**config.mk**
```make
export PLATFORM = sky130hd
export DESIGN_NAME = univ_shift_reg
export DESIGN_NICKNAME = d
export VERILOG_FILES = /design/src/rtl/shift_pkg.sv /design/src/rtl/shift_bitcnt.sv /design/src/rtl/univ_shift_reg.sv
export SDC_FILE = /design/constraint.sdc
export NUM_CORES = 1
export LEC_CHECK = 0
export ABC_AREA = 1
export BUFFER_PORTS_ARGS = -buffer_cell sky130_fd_sc_hd__buf_2
export CORE_UTILIZATION = 48
export CTS_CLUSTER_DIAMETER = 40
export DETAILED_ROUTE_END_ITERATION = 10
export PLACE_DENSITY = 0.81
export SYNTH_ARGS = -nofsm -noshare
export SYNTH_HDL_FRONTEND = slang
export SYNTH_HIERARCHICAL = 1
export SYNTH_SLANG_ARGS = --single-unit
```
**constraint.sdc**
```tcl
create_clock -name clk -period 1.5 [get_ports clk]
set_clock_uncertainty 0.05 [all_clocks]
set_input_delay 0.15 -clock clk [delete_from_list [all_inputs] [get_ports clk]]
set_output_delay 0.15 -clock clk [all_outputs]
set_load 0.05 [all_outputs]
```
**src/rtl/shift_pkg.sv**
```systemverilog
// Shared definitions for the universal shift register: mode codes and counter sizing.
package shift_pkg;

  localparam int MODE_W = 3;

  typedef enum logic [MODE_W-1:0] {
    MODE_HOLD = 3'b000,
    MODE_SHL  = 3'b001,
    MODE_SHR  = 3'b010,
    MODE_LOAD = 3'b011,
    MODE_ROL  = 3'b100,
    MODE_ROR  = 3'b101
  } mode_e;

  // Counter must represent 0..width inclusive.
  function automatic int cnt_w(input int width);
    return $clog2(width + 1);
  endfunction

endpackage

```
**src/rtl/shift_bitcnt.sv**
```systemverilog
// Saturating shift counter: clear to full, load to zero, increment up to WIDTH.
module shift_bitcnt import shift_pkg::*; #(
  parameter int WIDTH = 8,
  localparam int CNT_W = cnt_w(WIDTH)
) (
  input  logic             clk,
  input  logic             rst_n,
  input  logic             clr,
  input  logic             load,
  input  logic             inc,
  output logic [CNT_W-1:0] cnt,
  output logic             empty
);

  localparam logic [CNT_W-1:0] CNT_MAX = CNT_W'(WIDTH);

  logic [CNT_W-1:0] cnt_d, cnt_q;

  always_comb begin
    cnt_d = cnt_q;
    if (clr)                          cnt_d = CNT_MAX;
    else if (load)                    cnt_d = '0;
    else if (inc && cnt_q != CNT_MAX) cnt_d = cnt_q + 1'b1;
  end

  always_ff @(posedge clk or negedge rst_n) begin
    if (!rst_n) cnt_q <= CNT_MAX;
    else        cnt_q <= cnt_d;
  end

  assign cnt   = cnt_q;
  assign empty = (cnt_q == CNT_MAX);

endmodule

```
**src/rtl/univ_shift_reg.sv**
```systemverilog
// Universal shift register (hold / shift left / shift right / load) with shift counter.
// Define USHIFT_ROTATE_EN to build rotate-left/right for modes 100/101.
module univ_shift_reg import shift_pkg::*; #(
  parameter int               WIDTH     = 8,
  parameter logic [WIDTH-1:0] RESET_VAL = '0,
  localparam int              CNT_W     = cnt_w(WIDTH)
) (
  input  logic              clk,
  input  logic              rst_n,
  input  logic              en,
  input  logic              clr,
  input  logic [MODE_W-1:0] mode,
  input  logic              sin_l,
  input  logic              sin_r,
  input  logic [WIDTH-1:0]  d,
  output logic [WIDTH-1:0]  q,
  output logic              sout_l,
  output logic              sout_r,
  output logic [CNT_W-1:0]  cnt,
  output logic              empty
);

  logic [WIDTH-1:0] q_d, q_q;
  logic             load, inc;
  mode_e            mode_s;

  assign mode_s = mode_e'(mode);

  // Data mux and counter strobes come from one decode so they always move together.
  always_comb begin
    q_d  = q_q;
    load = 1'b0;
    inc  = 1'b0;
    if (clr) begin
      q_d = '0;
    end else if (en) begin
      case (mode_s)
        MODE_SHL: begin
          q_d = {q_q[WIDTH-2:0], sin_l};
          inc = 1'b1;
        end
        MODE_SHR: begin
          q_d = {sin_r, q_q[WIDTH-1:1]};
          inc = 1'b1;
        end
        MODE_LOAD: begin
          q_d  = d;
          load = 1'b1;
        end
`ifdef USHIFT_ROTATE_EN
        MODE_ROL: begin
          q_d = {q_q[WIDTH-2:0], q_q[WIDTH-1]};
          inc = 1'b1;
        end
        MODE_ROR: begin
          q_d = {q_q[0], q_q[WIDTH-1:1]};
          inc = 1'b1;
        end
`endif
        default: ;
      endcase
    end
  end

  always_ff @(posedge clk or negedge rst_n) begin
    if (!rst_n) q_q <= RESET_VAL;
    else        q_q <= q_d;
  end

  shift_bitcnt #(.WIDTH(WIDTH)) u_bitcnt (
    .clk   (clk),
    .rst_n (rst_n),
    .clr   (clr),
    .load  (load),
    .inc   (inc),
    .cnt   (cnt),
    .empty (empty)
  );

  assign q      = q_q;
  assign sout_l = q_q[WIDTH-1];
  assign sout_r = q_q[0];

endmodule
```
==> impl_metrics.csv, run 1 <==
group,metric,value,unit
place,dp_hpwl,1660,um
timing,setup_tns,0,ns
clock_tree,cts_buffer_depth,2,
routing,wl,2290,um
clock_tree,numCtsBuffers,3,
layout,num_antenna_cells,0,
yosys,synth_top_cell_by_area,"dfrtp_1",
yosys,syn-num-nets,138,
timing,fin_ws,0.0475,ns
place,gp_congestion,0.837,
clock_tree,clk_latency,0.29,ns
critical_path,worstReg2RegStart,"u_bitcnt/cnt[0]",
power_and_ir_drop,ir_drop,0.000406,V
routing,drt_iter0_markers,36,
routing,via_per_inst,5.40,
critical_path,cpMostUsedCell,"inv_2",
yosys,synth_seq_cells,12,
grt,grt_first_pass_wirelength,3800,um
timing,worst_slew_pin_slew,0.406,ns
routing,vias,989,
routing,drc,0,
critical_path,crit_buf_inv,4,
critical_path,crit_path_end_kind,"output pin",
yosys,synth.distinct_cells,20,
layout,nets,178,
die,core-area,1730,sq um
routing,wl_per_cell,12.5,um
yosys,synth_xor_area_frac,0,
layout,layout-drive-gt1-share,0.437,
timing,slew_violations,0,
yosys,synth_compound_gate_area_share,0.0636,
yosys,synth_top_family_by_area,"simple AND/OR/NAND/NOR gates",
clock_tree,cts_tree,"built",
die,die_h,44.9,um
routing,firstDrtPassIters,4,
power_and_ir_drop,p_leak,0.637,nW
timing,maxSlewHeadroom,0.729,
flow_run,cap_violations,0,
yosys,yosys.area_share.adder,0.0283,
critical_path,max_stage_delay,0.42,ns
critical_path,critPathSlowestCell,"dfrtp_2",
die,rows,15,
critical_path,crit_path_start_kind,"flip-flop",
yosys,synth-simple-area-share,0.464,
critical_path,critPathRequiredTime,1.30,ns
place,io_buffers,31,
yosys,syn_inst,119,
timing,min_period_over_period,0.968,
clock_tree,h-tree-depth,1,
grt,grt_overflow,0,
place,pre_cts_ws,0.134,ns
yosys,ys_seq_area_frac,0.341,
critical_path,startpoint,"u_bitcnt/cnt[0]",
layout,final_common_cell,"nand2_1",
grt,grt_max_degree,14,
grt,grt_antenna_before_repair,0,
timing,max_freq,688,MHz
yosys,syn_area,885,sq um
yosys,ys_top_cells_by_area,"dfrtp_1, nand2_1, nand3_1",
critical_path,path_delay_family,"flip-flops",
status,status,"finished clean",
place,dp.cells,174,
die,die_w,44.9,um
hold_path,min_path_type,"in -> reg",
layout,final_cell_mix,"nand2_1, buf_2, nand3_1, nand4_1",
yosys,synthMuxAreaShare,0,
die,die_area,2020,sq um
timing,hold_violations,0,
power_and_ir_drop,power_density,720,nW/um^2
critical_path,path_class,"reg -> out",
yosys,ys_warn_count,6,
routing,detail-route-antenna-nets,0,
yosys,synth.avg_cell_area,7.43,sq um
critical_path,worstPathCellList,"inv_2 > ha_4 > nand2_2 > inv_2 > nand2_4 > clkinvlp_4 > buf_8",
timing,rsz0062_at_grt,"yes",
layout,area_growth_syn_to_layout,32.8,%
clock_tree,clkTransAtPathRegs,0.08,ns
die,start_util,0.512,
die,io_pins,32,
yosys,synth_top_area_share,0.311,
grt,grt_pass1_vias,913,
timing,setup_viol,0,
clock_tree,cts.sinks,12,
layout,fin_cells,183,
critical_path,worstPathMaxFanout,3,
critical_path,arrival,1.25,ns
clock_tree,cts_root_buf,"clkbuf_4",
grt,grt_usage,0.257,
hold_path,hp-start,"sin_l",
timing,period_needed,1.45,ns
[synthesized netlist by cell type, drive strengths merged]
cell type	number
nor2	2
nor3	1
ha	2
nand4	17
o21ai	2
dfstp	1
a21oi	3
o211ai	1
nand3	22
nand2	39
dfrtp	11
inv	12
buf	6
[power breakdown]
group | total (mW) | leakage [nW] | internal (mW) | switching (mW)
clock | 0.272 | 0.0210 | 0.148 | 0.124
sequential | 0.343 | 0.160 | 0.334 | 0.00944
combinational | 0.231 | 0.455 | 0.0803 | 0.151
[through the flow]
stage	area, sq um	total power [mW]	utilization	hold WS [ns]
6_report	1170	0.846	0.680	0.132
5_1_grt	1170	0.876	0.680	0.164
4_1_cts	1150	0.845	0.666	0.141
3_5_place_dp	1070	0.557	0.620	-0.00657
3_3_place_gp	1070	0.553	0.620	-0.00353
2_1_floorplan	891	0.494	-	-0.196
[state kept, by name (all words and copies together) (netlist names)]
name and cells:
u_bitcnt/cnt 4, q 8
[metal layers]
metal | up-vias | part of all wire | global-route usage
met1 | 457 | 0.45 | 0.340
met2 | 39 | 0.48 | 0.423
li1 | 488 | - | -
met4 | 0 | 0.015 | 0.121
met5 | - | 0 | 0
met3 | 5 | 0.057 | 0.0240
[cell type report]
class	instances	area (sq um)
clock buffers	4	36.3
inverters	12	53.8
fillers	162	552
well taps	25	31.3
multi-input cells	89	507
repair buffers	41	243
flip-flops and latches	12	304
[worst min-delay path: stages]
cell and delay [ns]:
buf_2 0.07, nand2_1 0.05, nand3_1 0.08, nand2_1 0.05, nand2_1 0.04
[path summary, 6_finish.rpt]
kind | depth (start not counted) | to | slack [ns]
max reg2reg | 10 | u_bitcnt/cnt[0] | 0.20
max | 7 | empty | 0.05
min in group asynchronous | 2 | q[0] | 0.22
min | 5 | q[0] | 0.13
min reg2reg | 2 | u_bitcnt/cnt[3] | 0.50
max in group asynchronous | 2 | u_bitcnt/cnt[3] | 0.90
[cell families (layout without fill, tap and decap cells)]
kind of cell	after synthesis	in the layout
buffers and inverters	18	57
AND/OR/NAND/NOR	81	81
adder cells (fa/ha/maj)	2	2
flip-flops	12	12
AO/OA/AOI/OAI	6	6
[timing repair]
action                                  in CTS  in global routing
hold endpoints to repair                    12                  0
resized for setup                            4                  5
hold buffers                                 1                  0
endpoints found under the setup margin       1                  1
buffers inserted                             3                  1
pin swaps                                    2                  2
No activity file was read; power rests on OpenSTA's default activity.
==> run 2, diff against run 1 <==
- ABC_AREA: 1 -> unset
- CORE_UTILIZATION: 48 -> 46
- PLACE_DENSITY: 0.81 -> 0.8
==> run 2 against run 1 <==
  * Critical endpoint unchanged
  * Largest power group unchanged
  * Via count fell by 30%
  * Design area fell by 13%
  * Worst setup slack improved by 0.0085 ns
  * Combinational power fell by 42%
  * The flow now finishes with violations (DRC)
  * Highest routed layer unchanged
  * Cell count fell by 33%
  * Sequential share of layout area rose by 3.5 points
  * Synthesized cell count fell by 41%
  * Die area fell by 7.0%
==> impl_metrics.csv, run 2 <==
group,metric,value,unit
critical_path,critPathRequiredTime,1.30,ns
layout,regArea,302,sq um
timing,whs,0.105,ns
layout,largest_reg_flops,8,
routing,via_per_inst,5.70,
routing,firstDrtPassIters,7,
grt,grt_pass1_vias,699,
timing,min_period_over_period,0.963,
timing,setup_tns,0,ns
clock_tree,numCtsBuffers,3,
yosys,syn_area,786,sq um
status,status,"complete, but fails checks",
critical_path,critPathSlowestCell,"dfrtp_1",
layout,nets,126,
die,io_pins,32,
yosys,synth_seq_cells,12,
layout,final_common_cell,"buf_2",
layout,multi_input_area,448,sq um
yosys,ys_warn_count,6,
power_and_ir_drop,p_leak,0.535,nW
clock_tree,h-tree-depth,1,
timing,worst_slew_pin_slew,0.375,ns
routing,drt_iter0_markers,22,
critical_path,worstPathMaxFanout,2,
layout,nFillCells,136,
routing,wl_per_cell,14.8,um
layout,layout-drive-gt1-share,0.519,
critical_path,worstPathCellList,"inv_2 > ha_2 > nand2_2 > nor2_4 > buf_8",
yosys,synth_edf_count,0,
clock_tree,cts_tree,"built",
critical_path,path_delay_family,"flip-flops",
die,rows,14,
power_and_ir_drop,power_density,712,nW/um^2
timing,hold_violations,0,
yosys,syn-num-nets,89,
yosys,synth.avg_cell_area,11.2,sq um
yosys,synthTopCellsByCount,"dfrtp_1, mux2i_1, mux2_2, o2bb2ai_1, nand2_1",
clock_tree,cts_buffer_depth,2,
timing,period_needed,1.44,ns
die,die_area,1880,sq um
die,core-area,1560,sq um
place,gp_congestion,0.716,
timing,maxSlewHeadroom,0.749,
routing,vias,696,
critical_path,arrival,1.24,ns
critical_path,crit_path_end_kind,"output pin",
timing,setup_viol,0,
yosys,syn_inst,70,
layout,area_growth_syn_to_layout,30.6,%
flow_run,cap_violations,0,
timing,rsz0062_at_grt,"no",
clock_tree,clk_latency,0.27,ns
layout,final_cell_mix,"buf_2, mux2i_1, dfrtp_1, mux2_2, o2bb2ai_1",
grt,grt_first_pass_wirelength,3070,um
die,die_w,43.3,um
grt,grt_usage,0.224,
power_and_ir_drop,ir_drop,0.000426,V
yosys,synth_top_area_share,0.350,
routing,wl,1810,um
critical_path,crit_buf_inv,2,
critical_path,max_stage_delay,0.40,ns
timing,slew_violations,0,
yosys,synth.distinct_cells,21,
die,start_util,0.504,
routing,drc,4,
routing,detail-route-antenna-nets,0,
yosys,synth-async-reset-ratio,1.00,
grt,grt_overflow,0,
critical_path,crit_path_start_kind,"flip-flop",
timing,fin_ws,0.0559,ns
status,violations,"DRC",
grt,grt_antenna_before_repair,0,
hold_path,min_path_type,"in -> reg",
yosys,synth_flop_cell,"dfrtp_1",
yosys,synth_top_cell_by_area,"dfrtp_1",
yosys,ys_seq_area_frac,0.384,
grt,grt_max_degree,13,
critical_path,rrSetupSlack,0.13,ns
clock_tree,cts_root_buf,"clkbuf_4",
critical_path,path_class,"reg -> out",
place,dp_hpwl,1320,um
place,io_buffers,31,
clock_tree,cts.sinks,12,
place,pre_cts_ws,0.109,ns
timing,max_freq,692,MHz
yosys,ys_top_cells_by_area,"dfrtp_1, mux2i_1, mux2_2",
clock_tree,clkTransAtPathRegs,0.08,ns
layout,fin_util,0.658,
layout,num_antenna_cells,0,
die,die_h,43.3,um
power_and_ir_drop,total_power,730,uW
## run 2: changes by cell type after synthesis, moves of 4 or more
cell	before	now
nand2_1	33	6
nand3_1	22	0
nand4_1	17	2
mux2i_1	0	11
mux2_2	0	8
o2bb2ai_1	0	8
inv_2	4	0
## run 2: final timing paths
kind                                 startpoint         endpoint  depth (start not counted)
worst max-delay path            u_bitcnt/cnt[0]            empty                          5
worst min-delay path                      sin_l             q[0]                          3
worst max register to register  u_bitcnt/cnt[0]  u_bitcnt/cnt[2]                          6
worst min register to register             q[0]             q[0]                          1
max in group asynchronous                 rst_n  u_bitcnt/cnt[3]                          2
min in group asynchronous                 rst_n             q[2]                          2
## run 2: through the flow
stage,cells,area (sq um)
2_1_floorplan,70,793
3_3_place_gp,114,942
3_5_place_dp,114,942
4_1_cts,121,1010
5_1_grt,122,1030
6_report,122,1030
## run 2: routing by layer
metal  GRT usage  share of wire  vias to the layer above
met1       0.262           0.43                      338
met3      0.0500          0.036                        4
met4      0.0938          0.013                        0
li1            -              -                      332
met5           0              0                        -
met2       0.394           0.52                       22
## run 2: cells by family after synthesis
| group | count (synthesis) | synth area share |
|---|---|---|
| compound gates | 12 | 0.143 |
| xor+xnor | 2 | 0.0223 |
| fa+ha+maj | 2 | 0.0318 |
| buf+inv | 8 | 0.0621 |
| flops | 12 | 0.384 |
| mux | 19 | 0.255 |
| simple gates | 15 | 0.102 |
## run 2: area by class of cell
type                       count  area share
tap                           16      0.0195
timing repair buffer          36       0.200
multi-input combinational     50       0.437
inverter                       4      0.0146
clock buffer                   4      0.0354
sequential                    12       0.294
## run 2: worst reg2reg max path, stage by stage, from the launching register on
cell     delay, ns
dfrtp_1       0.40
buf_4         0.14
buf_4         0.14
ha_1          0.19
nand2_1       0.07
mux2i_1       0.19
nor3_1        0.08
## run 2: power breakdown
part	internal (mW)	switching, mW	total (mW)
logic	0.0565	0.0785	0.135
clock network	0.147	0.115	0.262
registers	0.328	0.00458	0.333
total	0.532	0.198	0.730
## run 2: repair_timing
action | CTS | global route
endpoints found under the hold margin | 12 | 0
hold buffers | 1 | 0
gates resized for setup | 2 | 4
buffers inserted | 2 | 1
endpoints found under the setup margin | 1 | 1
cloned | 0 | 0
